<file path="src/rtl/loa_pkg.sv">
`timescale 1ns/1ps
`default_nettype none
// ============================================================================
//  Module   : loa_pkg
//  Purpose  : Shared defaults and helpers for the Lower-part OR Adder (LOA).
//             - LOA_WIDTH / LOA_MAX_APPROX : default operand width and max k
//             - clamp_k(k, max_k)          : min(k, max_k)
//             - loa_ref(a, b, k, w)        : bit-serial reference, returns
//                                            {cout, sum} for a w-bit LOA
//  Revision : 1.0  initial release
// ============================================================================
package loa_pkg;

  localparam int LOA_WIDTH      = 16;
  localparam int LOA_MAX_APPROX = 8;
  // Widest operand the reference function can model.
  localparam int LOA_MAXW       = 64;

  function automatic int unsigned clamp_k(input int unsigned k, input int unsigned max_k);
    return (k > max_k) ? max_k : k;
  endfunction

  // Reference LOA: bits below k are a|b, bits from k upward are a ripple
  // add seeded with a[k-1]&b[k-1]. Result bit w holds the carry out.
  // k must not exceed w.
  function automatic logic [LOA_MAXW:0] loa_ref(input logic [LOA_MAXW-1:0] a,
                                                input logic [LOA_MAXW-1:0] b,
                                                input int unsigned k,
                                                input int unsigned w);
    logic [LOA_MAXW:0]   r;
    logic [LOA_MAXW-1:0] ab;
    logic                c;
    r  = '0;
    ab = a & b;
    c  = (k == 0) ? 1'b0 : ab[6'(k - 1)];
    for (int i = 0; i < LOA_MAXW; i++) begin
      if (i < int'(w)) begin
        if (i < int'(k)) begin
          r[i[6:0]] = a[i[5:0]] | b[i[5:0]];
        end else begin
          r[i[6:0]] = a[i[5:0]] ^ b[i[5:0]] ^ c;
          c         = (a[i[5:0]] & b[i[5:0]]) | (c & (a[i[5:0]] ^ b[i[5:0]]));
        end
      end
    end
    r[7'(w)] = c;
    return r;
  endfunction

endpackage
`default_nettype wire

</file>
<file path="src/rtl/loa_adder_pipe_or_vec.sv">
`timescale 1ns/1ps
`default_nettype none
// ============================================================================
//  Module   : or_vec
//  Purpose  : Masked bitwise OR, out[i] = en[i] ? a[i]|b[i] : 0. Vector form
//             of the single-bit OR cell used for the approximated low part.
//  Ports    : a, b  [WIDTH] operands
//             en    [WIDTH] per-bit enable (low-part mask)
//             out   [WIDTH] masked OR result
//  Revision : 1.0  initial release
// ============================================================================
module or_vec
  import loa_pkg::*;
#(
  parameter int WIDTH = LOA_WIDTH
) (
  input  logic [WIDTH-1:0] a,
  input  logic [WIDTH-1:0] b,
  input  logic [WIDTH-1:0] en,
  output logic [WIDTH-1:0] out
);

  for (genvar i = 0; i < WIDTH; i++) begin : g_bit
    assign out[i] = en[i] & (a[i] | b[i]);
  end

endmodule
`default_nettype wire

</file>
<file path="src/rtl/loa_adder_pipe.sv">
`timescale 1ns/1ps
`default_nettype none
// ============================================================================
//  Module   : loa_adder_pipe
//  Purpose  : Two-stage pipelined Lower-part OR Adder with per-beat k and
//             valid/ready streaming on both sides.
//  Ports    : clk, rst (async, active high)
//             in_valid/in_ready, a, b [WIDTH], approx_k [KW]  - input beat
//             out_valid/out_ready, sum [WIDTH], cout, k_used [KW] - result
//             approx_cnt [16] - saturating count of delivered beats with k>0
//  Revision : 1.0  initial release
// ============================================================================
module loa_adder_pipe
  import loa_pkg::*;
#(
  parameter  int WIDTH      = LOA_WIDTH,
  parameter  int MAX_APPROX = LOA_MAX_APPROX,
  localparam int KW         = $clog2(WIDTH + 1)
) (
  input  logic             clk,
  input  logic             rst,
  input  logic             in_valid,
  output logic             in_ready,
  input  logic [WIDTH-1:0] a,
  input  logic [WIDTH-1:0] b,
  input  logic [KW-1:0]    approx_k,
  output logic             out_valid,
  input  logic             out_ready,
  output logic [WIDTH-1:0] sum,
  output logic             cout,
  output logic [KW-1:0]    k_used,
  output logic [15:0]      approx_cnt
);

  // Stage 1 state
  logic             s1_valid_q, s1_valid_d;
  logic [WIDTH-1:0] s1_a_q,     s1_a_d;
  logic [WIDTH-1:0] s1_b_q,     s1_b_d;
  logic [KW-1:0]    s1_keff_q,  s1_keff_d;
  logic [WIDTH-1:0] s1_low_q,   s1_low_d;
  logic             s1_cin_q,   s1_cin_d;
  // Stage 2 state (the output register)
  logic             s2_valid_q, s2_valid_d;
  logic [WIDTH-1:0] sum_q,      sum_d;
  logic             cout_q,     cout_d;
  logic [KW-1:0]    k_used_q,   k_used_d;
  logic [15:0]      cnt_q,      cnt_d;

  logic             s1_load;
  logic             s2_load;
  logic [KW-1:0]    keff_in;
  logic [WIDTH-1:0] mask_in;
  logic [WIDTH-1:0] low_in;
  logic [WIDTH-1:0] mask_s2;
  logic [WIDTH:0]   cin_vec;
  logic [WIDTH:0]   upper;

  or_vec #(.WIDTH(WIDTH)) u_or_vec (
    .a   (a),
    .b   (b),
    .en  (mask_in),
    .out (low_in)
  );

  always_comb begin
    s2_load  = !s2_valid_q || out_ready;
    s1_load  = !s1_valid_q || s2_load;
    in_ready = s1_load;

    keff_in  = KW'(clamp_k(32'(approx_k), MAX_APPROX));
    // Low-part mask: keff ones from bit 0; keff==WIDTH shifts all ones out.
    mask_in  = ~({WIDTH{1'b1}} << keff_in);

    s1_valid_d = s1_valid_q;
    s1_a_d     = s1_a_q;
    s1_b_d     = s1_b_q;
    s1_keff_d  = s1_keff_q;
    s1_low_d   = s1_low_q;
    s1_cin_d   = s1_cin_q;
    if (s1_load) begin
      s1_valid_d = in_valid;
      if (in_valid) begin
        s1_a_d    = a;
        s1_b_d    = b;
        s1_keff_d = keff_in;
        s1_low_d  = low_in;
        // Top bit of the mask selects a[keff-1]&b[keff-1]; empty mask -> 0.
        s1_cin_d  = |(a & b & mask_in & ~(mask_in >> 1));
      end
    end

    // Upper part: one add of the masked operands with cin injected at bit
    // keff. With keff==WIDTH the cin lands directly in the carry-out bit.
    mask_s2 = ~({WIDTH{1'b1}} << s1_keff_q);
    cin_vec = {{WIDTH{1'b0}}, s1_cin_q} << s1_keff_q;
    upper   = {1'b0, s1_a_q & ~mask_s2} + {1'b0, s1_b_q & ~mask_s2} + cin_vec;

    s2_valid_d = s2_valid_q;
    sum_d      = sum_q;
    cout_d     = cout_q;
    k_used_d   = k_used_q;
    if (s2_load) begin
      s2_valid_d = s1_valid_q;
      if (s1_valid_q) begin
        sum_d    = upper[WIDTH-1:0] | s1_low_q;
        cout_d   = upper[WIDTH];
        k_used_d = s1_keff_q;
      end
    end

    cnt_d = cnt_q;
    if (s2_valid_q && out_ready && (k_used_q != '0) && (cnt_q != 16'hFFFF)) begin
      cnt_d = cnt_q + 16'd1;
    end
  end

  always_ff @(posedge clk or posedge rst) begin
    if (rst) begin
      s1_valid_q <= 1'b0;
      s1_a_q     <= '0;
      s1_b_q     <= '0;
      s1_keff_q  <= '0;
      s1_low_q   <= '0;
      s1_cin_q   <= 1'b0;
      s2_valid_q <= 1'b0;
      sum_q      <= '0;
      cout_q     <= 1'b0;
      k_used_q   <= '0;
      cnt_q      <= '0;
    end else begin
      s1_valid_q <= s1_valid_d;
      s1_a_q     <= s1_a_d;
      s1_b_q     <= s1_b_d;
      s1_keff_q  <= s1_keff_d;
      s1_low_q   <= s1_low_d;
      s1_cin_q   <= s1_cin_d;
      s2_valid_q <= s2_valid_d;
      sum_q      <= sum_d;
      cout_q     <= cout_d;
      k_used_q   <= k_used_d;
      cnt_q      <= cnt_d;
    end
  end

  assign out_valid  = s2_valid_q;
  assign sum        = sum_q;
  assign cout       = cout_q;
  assign k_used     = k_used_q;
  assign approx_cnt = cnt_q;

endmodule
`default_nettype wire

</file>
<file path="config.mk">
export PLATFORM = sky130hd
export DESIGN_NAME = loa_adder_pipe
export DESIGN_NICKNAME = d
export VERILOG_FILES = /design/src/rtl/loa_pkg.sv /design/src/rtl/loa_adder_pipe_or_vec.sv /design/src/rtl/loa_adder_pipe.sv
export SDC_FILE = /design/constraint.sdc
export NUM_CORES = 1
export LEC_CHECK = 0
export CORE_MARGIN = 5
export CORE_UTILIZATION = 60
export DETAILED_ROUTE_END_ITERATION = 8
export DONT_BUFFER_PORTS = 1
export GPL_ROUTABILITY_DRIVEN = 0
export HOLD_SLACK_MARGIN = 0.12
export PLACE_DENSITY_LB_ADDON = 0.12
export SLEW_MARGIN = 40
export SYNTH_ARGS = -nofsm -noshare
export SYNTH_HDL_FRONTEND = slang
export SYNTH_SLANG_ARGS = --single-unit
</file>
<file path="constraint.sdc">
create_clock -name clk -period 5.89 [get_ports clk]
set_clock_uncertainty 0.15 [all_clocks]
set_input_delay 0.2945 -clock clk [delete_from_list [all_inputs] [get_ports clk]]
set_output_delay 0.2945 -clock clk [all_outputs]
set_load 0.05 [all_outputs]
</file>
# Yosys cells after proc, flatten, opt, wreduce, memory -nomap -nowiden
# Index checks and enable logic that the tools add are counted.
dict set report totals {
  ff_bits 94
  input_bits 41
  output_inout_bits 40
  word_cells 73
}
dict set report classes {
  addsub 3
  n_lt_le_gt_ge 1
  n_eq_ne 1
  n_shift 3
  n_mux 1
  n_bitwise 42
  n_reduce_logical 11
}
# cell count
set ops {}
lappend ops {{AND 16 bit} 5}
lappend ops {{inverter 16 bit} 3}
lappend ops {{<< shifter 16 x 5 -> 16 bit (first input constant)} 2}
lappend ops {{adder 16 x 16 -> 17 bit} 1}
lappend ops {{adder 17 bit} 1}
lappend ops {{<< shifter 1 x 5 -> 17 bit} 1}
lappend ops {{adder 16 x 1 -> 16 bit (second input constant)} 1}
lappend ops {{AND 1 bit} 16}
lappend ops {{!= test 16 bit (second input constant)} 1}
lappend ops {{inverter 15 -> 16 bit} 1}
lappend ops {{bitwise OR 1 bit} 16}
lappend ops {{bitwise OR 16 bit} 1}
lappend ops {{OR reduction 16 bit} 1}
lappend ops {{greater-than comparator 5 x 4 -> 1 bit (second input constant)} 1}
lappend ops {{2-to-1 mux 5 bit} 1}
lappend ops {{nonzero test 5 bit} 1}
lappend ops {{AND reduction 2 bit} 2}
lappend ops {{logical AND 1 bit} 3}
lappend ops {{logical NOT 1 bit} 2}
lappend ops {{logical OR 1 bit} 2}

# Logic depth before layout (Yosys ltp)
# Gate-level depths: netlist of the first run.
dict set report logic_depth {
  ltp_word 7
  depth_mapped 15
  depth_no_buf 14
}

# Modules after synthesis
# Synthesis of the first run repeated with hierarchy kept, for this count alone.
dict set report hier_totals {
  cells_unflattened 552
  hier_area_um2 5471.5
}
# mod n_inst cells_per_inst area_each_um2 seq_area_each_um2
set by_module_without_submodules {}
lappend by_module_without_submodules {loa_adder_pipe 1 536 5351.4 2352.3}
lappend by_module_without_submodules {or_vec 1 16 120.1 0.0}

# Least setup slack after synthesis of the first run
# Ideal clock, no wire load.
dict set report synth_timing {
  path_type {reg-to-reg}
  start {reg s1_keff_q[2]}
  end {reg sum_q[13] (netlist: sum[13])}
  setup_ns 0.086
  arrival_ns 3.575
  required_time_ns 5.654
  slack_ns 2.079
  path_stages_with_launch 14
  n_path_buf 1
  period_less_slack_ns 3.811
  path_cell_list {dfrtp_1 clkbuf_1 nor3_1 nand3_1 fa_1 inv_1 ha_1 fa_1 a21o_1 a221oi_2 a221o_1 a21oi_1 a41o_1 nor3_1}
}
dict set report synth_via {
  elab_chain_len 7
  word_cells_on_any_way 9
  cone_classes {add/sub (2); shift (2); bitwise (5)}
}
# item line_no
set synth_lines {}
lappend synth_lines {{start, declared} loa_adder_pipe.sv:39} ;# logic [KW-1:0] s1_keff_q, s1_keff_d;
lappend synth_lines {{start signal, assigned} loa_adder_pipe.sv:134} ;# s1_keff_q <= s1_keff_d;
lappend synth_lines {{<< shifter 16 x 5 -> 16 bit} loa_adder_pipe.sv:94} ;# mask_s2 = ~({WIDTH{1'b1}} << s1_keff_q);
lappend synth_lines {{inverter 16 bit} loa_adder_pipe.sv:94}
lappend synth_lines {{inverter 16 bit} loa_adder_pipe.sv:96} ;# upper = {1'b0, s1_a_q & ~mask_s2} + {1'b0, s1_b_q & ~mask_s2} + cin_vec;
lappend synth_lines {{AND 16 bit} loa_adder_pipe.sv:96}
lappend synth_lines {{adder 16 x 16 -> 17 bit} loa_adder_pipe.sv:96}
lappend synth_lines {{adder 17 bit *} loa_adder_pipe.sv:96}
lappend synth_lines {{bitwise OR 16 bit *} loa_adder_pipe.sv:105} ;# sum_d = upper[WIDTH-1:0] | s1_low_q;
lappend synth_lines {{end signal, assigned} loa_adder_pipe.sv:138} ;# sum_q <= sum_d;
lappend synth_lines {{end, declared} loa_adder_pipe.sv:44} ;# logic [WIDTH-1:0] sum_q, sum_d;
# Mark *: on every way between the ends. The rest lies on a longest branch, timed or not.
# A chain may end at the register's enable or synchronous reset.

# Worst setup path after layout of the first run
dict set report layout_timing {
  start {reg s1_keff_q[2]}
  end {reg cout_q (netlist: cout)}
}
dict set report layout_via {
  elab_chain_len 6
  word_cells_on_any_way 8
  cone_classes {add/sub (2); shift (2); bitwise (4)}
}
# item line_no
set layout_lines {}
lappend layout_lines {{<< shifter 16 x 5 -> 16 bit} loa_adder_pipe.sv:94}
lappend layout_lines {{inverter 16 bit} loa_adder_pipe.sv:94}
lappend layout_lines {{inverter 16 bit} loa_adder_pipe.sv:96}
lappend layout_lines {{AND 16 bit} loa_adder_pipe.sv:96}
lappend layout_lines {{adder 16 x 16 -> 17 bit} loa_adder_pipe.sv:96}
lappend layout_lines {{adder 17 bit *} loa_adder_pipe.sv:96}
lappend layout_lines {{end signal, assigned} loa_adder_pipe.sv:139} ;# cout_q <= cout_d;
lappend layout_lines {{end, declared} loa_adder_pipe.sv:45} ;# logic cout_q, cout_d;
# Marked as above.

==> results of run 1 <==
## kinds of logic (layout without fill, tap and decap cells)
group / count (synthesis) / in the layout / synth area share, %
flip-flops: 94 / 94 / 44.2
XOR/XNOR: 22 / 22 / 3.62
AND/OR/NAND/NOR: 219 / 219 / 19.1
AO/OA/AOI/OAI: 96 / 96 / 11.1
adder cells (fa/ha/maj): 33 / 33 / 10.1
multiplexers: 34 / 34 / 7.19
buffers and inverters: 64 / 103 / 4.70
## synth_stat cells, types with 3 or more instances
cell / instances / share of area [%]
a211oi_1: 3 / 0.42
a21o_1: 6 / 0.85
a21oi_1: 30 / 2.8
a31oi_1: 6 / 0.70
and2_1: 11 / 1.3
and3_1: 4 / 0.47
clkbuf_1: 19 / 1.3
dfrtp_1: 94 / 44
fa_1: 17 / 6.4
ha_1: 16 / 3.8
inv_1: 40 / 2.8
mux2_2: 34 / 7.2
nand2_1: 104 / 7.3
nand2b_1: 8 / 0.94
nand3_1: 15 / 1.4
nand3b_1: 3 / 0.42
nand4_1: 6 / 0.70
nor2_1: 35 / 2.5
nor2b_1: 4 / 0.47
nor3_1: 13 / 1.2
nor3b_1: 3 / 0.42
o21ai_0: 30 / 2.8
o22ai_1: 3 / 0.35
or3_1: 3 / 0.35
xnor2_1: 14 / 2.3
xor2_1: 8 / 1.3
## area by class of cell
class	instances	area share, %
clock buffers	9	2.05
well taps	108	2.24
multi-input cells	404	45.3
repair buffers	47	7.81
inverters	40	2.51
clock inverters	7	1.22
flip-flops and latches	94	38.9
## power breakdown
part	internal, mW	switching (mW)
sequential	0.751	0.349
clock	0.198	0.236
combinational	0.213	0.265
## flip-flops by register name (all words and copies together) (netlist names)
signal and flops:
s1_valid_q 1, s1_cin_q 1, s1_b_q 16, sum 16
out_valid 1, k_used 5, s1_a_q 16, s1_keff_q 5
approx_cnt 16, s1_low_q 16, cout 1
## worst max-delay path, cell delays in order (launching register included)
cell and delay (ns):
dfrtp_1 0.56, nor3_2 0.56, nand3_1 0.20, fa_1 0.56
inv_1 0.07, ha_1 0.27, a21oi_1 0.07, nand4b_1 0.23
a2111oi_1 0.49, o21ai_1 0.25, o2111a_1 0.29, a221o_1 0.25
## worst max path at each step
stage / cells after the start / from / end / slack (ns)
floorplan: 13 / s1_keff_q[2] / sum[13] / 2.08
global route: 12 / s1_keff_q[2] / sum[13] / 1.63
detailed placement: 11 / s1_keff_q[2] / cout / 1.60
CTS: 12 / s1_keff_q[2] / sum[13] / 1.60
global placement: 11 / s1_keff_q[2] / cout / 1.71
finish: 11 / s1_keff_q[2] / cout / 1.84
## routing by layer
| layer | up-vias | wire, um |
|---|---|---|
| met5 | - | 0 |
| met4 | 0 | 148 |
| met3 | 14 | 887 |
| met2 | 119 | 5620 |
| met1 | 1978 | 5350 |
| li1 | 1962 | - |
## per-stage QoR
step | hold slack [ns] | instances | utilization, % | power [mW]
final | 0.153 | 709 | 69.6 | 2.01
after global routing | 0.163 | 709 | 69.6 | 2.13
after CTS | 0.132 | 709 | 69.5 | 2.02
after detailed placement | -0.0728 | 648 | 62.1 | 1.56
after global placement | -0.0776 | 648 | 62.0 | 1.54
after floorplan | 0.227 | 562 | - | 1.45
## repair_timing
action | CTS | global route
endpoints found under the hold margin | 143 | 0
hold buffers | 45 | 0
buffers inserted | 0 | 0
==> out/metrics.csv, run 1 <==
stage,metric,value,unit
grt,grt-ovfl-total,0,
grt,grt_pass1_vias,3986,
routing,drc_errors,0,
worst_setup_path,r2r_end,cout,
floorplan,num_rows,34,
routing,routed_wl,12.0,mm
synthesis,ys_warn_count,0,
synthesis,synth-edff-count,0,
floorplan,initial_core_util,61.4,%
run,cap_violations,0,
synthesis,ys_seq_area_share,44.2,%
layout,fin_nets,670,
clocking,worstSkewPairLatency,0.37,ns
grt,grt_max_degree,86,
timing,slew_headroom,53.3,%
worst_setup_path,cp-end-kind,register,
layout,n_fill_cell,683,
synthesis,synthFlopType,dfrtp_1,
hold_path,hp-class,primary input to register,
routing,avgRoutedWirePerCell,16.9,um
grt,use_met1,31.7,%
clocking,cts_resized,0,
worst_setup_path,path_class,register to register,
layout,diodes,0,
layout,multi_input_area,0.00274,mm2
grt,grt.total_usage,22.9,%
clocking,cts_tree,done,
timing,setup_tns,0,ns
clocking,htreeDepth,3,
worst_setup_path,critPathLaunchType,register,
floorplan,die_y,104,um
placed_design,dp_slack,1.60,ns
synthesis,synth_seq_cells,94,
synthesis,syn-instance-count,562,
routing,drt_iter0_markers,138,
grt,antenna_found_initial,0,
timing,drv_slew,0,
worst_setup_path,path_max_fanout,17,
worst_setup_path,r2r-start,s1_keff_q[2],
clocking,cts_buffer_depth,2,
floorplan,die_area,0.0109,mm2
grt,use_met2,36.0,%
clocking,root_buffer,clkbuf_8,
timing,min_period_over_period,68.8,%
timing,worstMarginPinSlew,0.699,ns
layout,drive_above_1_share,10.1,%
synthesis,ys_types,50,
worst_setup_path,reg2reg_slack,1.84,ns
routing,vias,4073,
placed_design,placed_cell_area,0.00539,mm2
layout,final_cell_mix,"nand2_1, dfrtp_1, dlygate4sd3_1, inv_1, nor2_1",
power,max-vdd-ir-drop,0.000231,V
clocking,clkTransAtPathRegs,0.09,ns
grt,use_met3,6.02,%
layout,mostFrequentLayoutCell,nand2_1,
placed_design,io_buffers,0,
timing,report.final.setup_viol,0,
synthesis,syn_nets,636,
layout,postLayoutCellArea,0.00604,mm2
routing,dr.pass1.iters,4,
timing,rsz0062_at_grt,no,
floorplan,io_pins,81,
timing,fin_ws,1.84,ns
synthesis,syn_avg_cell_area,9.48,um2
power,power_density,333,mW/mm2
synthesis,async_flop_share,100,%
status,status,finished clean,
hold_path,whs_endpoint,s1_cin_q,
worst_setup_path,cp.arrival,4.16,ns
clocking,clkSinkCount,94,
clocking,cts-buffers-inserted,9,
timing,hold_viol_final,0,
hold_path,hold_path_startpoint,approx_k[0],
timing,fin_crit,4.05,ns
synthesis,syn-cell-area,0.00533,mm2
worst_setup_path,cp_data_required_time,6.00,ns
worst_setup_path,reg2reg_depth,11,
placed_design,dp_hpwl,8.43,mm
layout,area_growth,13.5,%
grt,grt_pass1_wl,20.5,mm
routing,antenna_left,0,
grt,busiest_layer,met2,
hold_path,holdPathStages,4,
routing,vias_per_cell,5.74,
layout,seq_area,0.00235,mm2
floorplan,die_x,104,um
floorplan,core-area,0.00868,mm2
power,leakagePower,2.81,nW
timing,fmax,247,MHz
Power figures use the tool's default switching activity.
==> run 2, diff against run 1 <==
Settings changed: ABC_AREA set to 1.
Clock period 5.89 ns to 3.9 ns, I/O delays scaled along.
==> out/metrics.csv, run 2 <==
stage,metric,value,unit
layout,multi_input_area,0.00299,mm2
synthesis,syn-instance-count,807,
placed_design,dp_hpwl,10.8,mm
timing,worstMarginPinSlew,0.735,ns
routing,routed_wl,14.5,mm
floorplan,die_area,0.0120,mm2
layout,seq_area,0.00235,mm2
power,seq_power_share,54.2,%
worst_setup_path,cp.arrival,3.49,ns
clocking,cts-buffers-inserted,9,
grt,grt-ovfl-total,0,
grt,grt_max_degree,55,
power,p_int,1.79,mW
status,status,finished clean,
worst_setup_path,path_class,register to register,
routing,avgRoutedWirePerCell,14.7,um
power,switching_share,48.4,%
worst_setup_path,path_max_fanout,11,
layout,diodes,0,
floorplan,die_x,109,um
worst_setup_path,reg2reg_depth,16,
routing,antenna_left,0,
routing,vias_per_cell,5.31,
synthesis,ys_warn_count,0,
timing,fin_ws,0.515,ns
clocking,clkTransAtPathRegs,0.10,ns
worst_setup_path,cp-startpoint,s1_keff_q[4],
layout,fin_util,68.5,%
timing,min_period_over_period,86.8,%
power,power_density,520,mW/mm2
timing,slew_headroom,50.9,%
layout,n_fill_cell,862,
timing,fmax,295,MHz
timing,rsz0062_at_grt,no,
synthesis,synth_seq_cells,94,
synthesis,synth_top_area_cell,dfrtp_1,
worst_setup_path,cp_data_required_time,4.01,ns
timing,hold_viol_final,0,
worst_setup_path,r2r-start,s1_keff_q[4],
layout,postLayoutCellArea,0.00667,mm2
grt,antenna_found_initial,0,
clocking,root_buffer,clkbuf_8,
worst_setup_path,crit_end,sum[13],
timing,fin_crit,3.38,ns
routing,drt_iter0_markers,425,
clocking,clkSinkCount,94,
worst_setup_path,r2r_end,sum[13],
grt,grt.total_usage,26.5,%
layout,mostFrequentLayoutCell,nand2_1,
timing,drv_slew,0,
clocking,htreeDepth,3,
worst_setup_path,reg2reg_slack,0.52,ns
power,net-switching-power,1.68,mW
layout,area_growth,12.4,%
synthesis,async_flop_share,100,%
synthesis,synth_top_area_share,39.7,%
floorplan,die_y,109,um
placed_design,dp_slack,0.536,ns
power,max-vdd-ir-drop,0.000425,V
synthesis,synth_area_leaders,"dfrtp_1, nand2_1, inv_1, fa_1, nor2_1",
synthesis,ys_seq_area_share,39.7,%
grt,grt_pass1_wl,24.8,mm
synthesis,syn-cell-area,0.00593,mm2
synthesis,ys_types,35,
routing,drc_errors,0,
worst_setup_path,critPathLaunchType,register,
clocking,cts_buffer_depth,2,
grt,grt_pass1_vias,5199,
power,pwr-share-clk,17.2,%
timing,report.final.setup_viol,0,
floorplan,num_rows,36,
power,combPwrFrac,28.5,%
synthesis,syn_avg_cell_area,7.35,um2
placed_design,io_buffers,0,
run,cap_violations,0,
power,total_power,3.47,mW
timing,setup_tns,0,ns
hold_path,hp-class,primary input to async pin,
layout,final_cell_mix,"nand2_1, inv_1, dfrtp_1, nor2_1, nand3_1",
routing,vias,5240,
power,leakagePower,3.48,nW
synthesis,synthFlopType,dfrtp_1,
layout,drive_above_1_share,6.44,%
floorplan,initial_core_util,61.0,%
layout,fin_nets,923,
synthesis,syn_nets,881,
floorplan,core-area,0.00973,mm2
clocking,cts_tree,done,
floorplan,io_pins,81,
synthesis,synth_common_cells,"nand2_1, inv_1, dfrtp_1, nor2_1, nand3_1",
routing,dr.pass1.iters,5,
synthesis,synth_most_common_cell,nand2_1,
placed_design,placed_cell_area,0.00606,mm2
clocking,worstSkewPairLatency,0.37,ns
clocking,cts_setup_buffers,0,
worst_setup_path,cp-end-kind,register,
synthesis,synth-edff-count,0,
run 2: critical path, stage by stage, from the launching register on:
cell     delay [ns]
dfrtp_1        0.49
nor2_1         0.16
inv_1          0.11
nor2_2         0.28
nand3_1        0.16
fa_1           0.56
inv_1          0.04
ha_1           0.24
fa_1           0.45
nand3_1        0.11
nand3_1        0.12
nand3_1        0.12
nand3_1        0.07
nand2_1        0.06
nand3_1        0.06
nand2_1        0.06
inv_1          0.03
run 2: area by class of cell:
cell class / instances / share of cell area (%)
inverters: 134 / 7.58
repair buffers: 47 / 7.20
clock buffers: 11 / 2.12
multi-input cells: 563 / 44.8
clock inverters: 5 / 0.525
flip-flops and latches: 94 / 35.3
well taps: 133 / 2.50
run 2: worst min path at each step:
stage,startpoint,endpoint,depth (start not counted)
after detailed placement,rst,sum[15],1
after global routing,rst,s1_low_q[14],2
final,rst,s1_low_q[14],2
after global placement,rst,sum[15],1
after CTS,approx_k[3],s1_cin_q,7
after floorplan,a[10],s1_a_q[10],2
run 2: what timing repair did:
action                                 4_1_cts  5_1_grt
endpoints found under the hold margin       92        0
resized for setup                            0        0
hold buffers                                43        0
run 2: power by group through the flow:
stage                     registers [mW]  clock network, mW  logic, mW
final                               1.88              0.598      0.989
after global routing                1.91              0.647       1.15
after CTS                           1.88              0.609      0.986
after detailed placement            1.90                  0      0.938
after global placement              1.90                  0      0.901
after floorplan                     1.83                  0      0.763
run 2: cells by family (layout without fill, tap and decap cells):
logic type      count (synthesis)  after routing  synth area share [%]
compound gates                 76             76                  7.68
xor+xnor                       17             17                  2.51
fa+ha+maj                      33             33                  9.11
buf+inv                       150            197                  9.98
flops                          94             94                  39.7
simple gates                  437            437                  31.1
run 2: layer usage:
layer  global-route usage (%)  wire length [um]  up-vias  share of wire (%)
met5                        0                 0        -                  0
met4                     10.3               414        0                2.9
met3                     4.29              1080       39                7.4
met2                     40.4              6520      208                 45
met1                     38.0              6490     2411                 45
li1                         -                 -     2582                  -
run 2: metrics by stage:
stage                     std cells  hold WS (ns)
final                           987         0.184
after global routing            987         0.237
after CTS                       987         0.202
after detailed placement        928        0.0545
after global placement          927        0.0428
after floorplan                 807         0.155
==> run 3, diff against run 2 <==
Settings changed: CORE_ASPECT_RATIO set to 1.4.
==> out/metrics.csv, run 3 (synthesis results as in run 2) <==
stage,metric,value,unit
floorplan,die_area,0.0120,mm2
worst_setup_path,path_delay_family,simple AND/OR/NAND/NOR gates,
layout,drive_above_1_share,6.44,%
floorplan,num_rows,43,
routing,routed_wl,15.1,mm
routing,vias,5223,
power,max-vdd-ir-drop,0.000363,V
clocking,cts_resized,0,
grt,grt_pass1_wl,25.3,mm
clocking,worstSkewPairLatency,0.35,ns
status,status,finished clean,
layout,layout.cells.non_filler,989,
clocking,cts_buffer_depth,2,
worst_setup_path,cp-end-kind,register,
clocking,cts_setup_buffers,0,
worst_setup_path,critPathLaunchType,register,
floorplan,die_x,94.0,um
floorplan,io_pins,81,
timing,drv_slew,0,
floorplan,die_y,128,um
worst_setup_path,cp_data_required_time,3.99,ns
worst_setup_path,cp_slowest_stage_delay,0.56,ns
routing,antenna_left,0,
timing,fin_crit,3.48,ns
timing,worstMarginPinSlew,0.712,ns
routing,drt_iter0_markers,418,
routing,drc_errors,0,
timing,slew_headroom,52.5,%
clocking,clkSinkCount,94,
clocking,clkTransAtPathRegs,0.07,ns
routing,avgRoutedWirePerCell,15.3,um
routing,dr.pass1.iters,7,
floorplan,core-area,0.00979,mm2
timing,timing.hold.ws,0.127,ns
worst_setup_path,path_class,register to register,
clocking,cts-buffers-inserted,9,
timing,report.final.setup_viol,0,
worst_setup_path,path_max_fanout,11,
layout,mostFrequentLayoutCell,nand2_1,
worst_setup_path,cp.arrival,3.57,ns
layout,final_cell_mix,"nand2_1, inv_1, dfrtp_1, nor2_1",
hold_path,hp-class,primary input to register,
run,cap_violations,0,
timing,setup_tns,0,ns
grt,antenna_found_initial,0,
grt,grt_pass1_vias,5481,
layout,n_fill_cell,812,
grt,grt-ovfl-total,0,
clocking,htreeDepth,3,
worst_setup_path,slowest_stage,fa_1,
routing,vias_per_cell,5.28,
layout,diodes,0,
timing,fmax,287,MHz
clocking,root_buffer,clkbuf_16,
worst_setup_path,critical_path_buf_inv_count,3,
placed_design,dp_hpwl,11.4,mm
placed_design,placed_cells,929,
layout,fin_nets,923,
timing,hold_viol_final,0,
grt,grt_max_degree,68,
timing,rsz0062_at_grt,no,
power,leakagePower,3.53,nW
worst_setup_path,path_cells,"nor2_1, inv_1, nor2_2, nand3_1, fa_1, inv_1, ha_1, fa_1, nand3_1, nand3_1, nand3_1, nand3_1, nand2_1, nand3_1, nand2_1, inv_1",
timing,min_period_over_period,89.2,%
power,power_density,559,mW/mm2
clocking,cts_tree,done,
layout,area_growth,14.6,%
grt,grt.total_usage,26.9,%
worst_setup_path,critPathMostFrequentCell,nand3_1,
floorplan,initial_core_util,60.6,%
placed_design,io_buffers,0,
run 3: cell count changes in the layout (fill, tap and decap cells not counted), sizes merged:
cell	delta
clkinvlp	-2
buf	-1
bufinv	+1
dlygate4sd3	+1
inv	+1
run 3: worst paths after layout:
path                               end  cells after the start  slack [ns]    startpoint
max                            sum[13]                     16        0.42  s1_keff_q[4]
min                           s1_cin_q                      6        0.13          a[1]
max reg2reg                    sum[13]                     16        0.42  s1_keff_q[4]
min reg2reg                s1_low_q[2]                      1        0.33   s1_low_q[2]
max in group asynchronous    s1_a_q[5]                      3        2.50           rst
min in group asynchronous       sum[9]                      2        0.27           rst
run 3: layer usage:
metal,track usage [%],wire length (um)
met5,0,0
met4,16.9,1010
met3,4.40,751
met2,48.1,7900
met1,28.9,5440
run 3: report_power, final:
group,internal [mW],switching (mW)
clock network,0.537,0.386
logic,0.359,0.634
registers,1.17,0.711
total,2.07,1.73
run 3: area by class of cell:
| class | count | area [um2] | area share, % |
|---|---|---|---|
| multi-input cells | 563 | 2990 | 44.0 |
| flip-flops and latches | 94 | 2350 | 34.6 |
| inverters | 134 | 509 | 7.49 |
| repair buffers | 47 | 463 | 6.81 |
| clock buffers | 11 | 253 | 3.72 |
| well taps | 135 | 169 | 2.49 |
| clock inverters | 5 | 62.6 | 0.920 |
run 3: repair_timing:
action | CTS | global route
hold buffers | 44 | 0
hold endpoints to repair | 116 | 0
setup endpoints to repair | 0 | 0
run 3: stage by stage:
step | power (mW) | instance area (um2) | utilization [%] | setup slack, ns
6_report | 3.80 | 6800 | 69.4 | 0.419
5_1_grt | 4.02 | 6800 | 69.4 | 0.194
4_1_cts | 3.81 | 6790 | 69.4 | 0.488
3_5_place_dp | 2.85 | 6040 | 61.7 | 0.522
3_3_place_gp | 2.82 | 6040 | 61.7 | 0.614
2_1_floorplan | 2.59 | 5930 | - | 0.896
run 3: worst register-to-register path: cells and delay by family (launching register included):
family | cells | cell delay, ns
buffers and inverters | 3 | 0.17
AND/OR/NAND/NOR | 10 | 1.30
adder cells (fa/ha/maj) | 3 | 1.28
flip-flops | 1 | 0.48
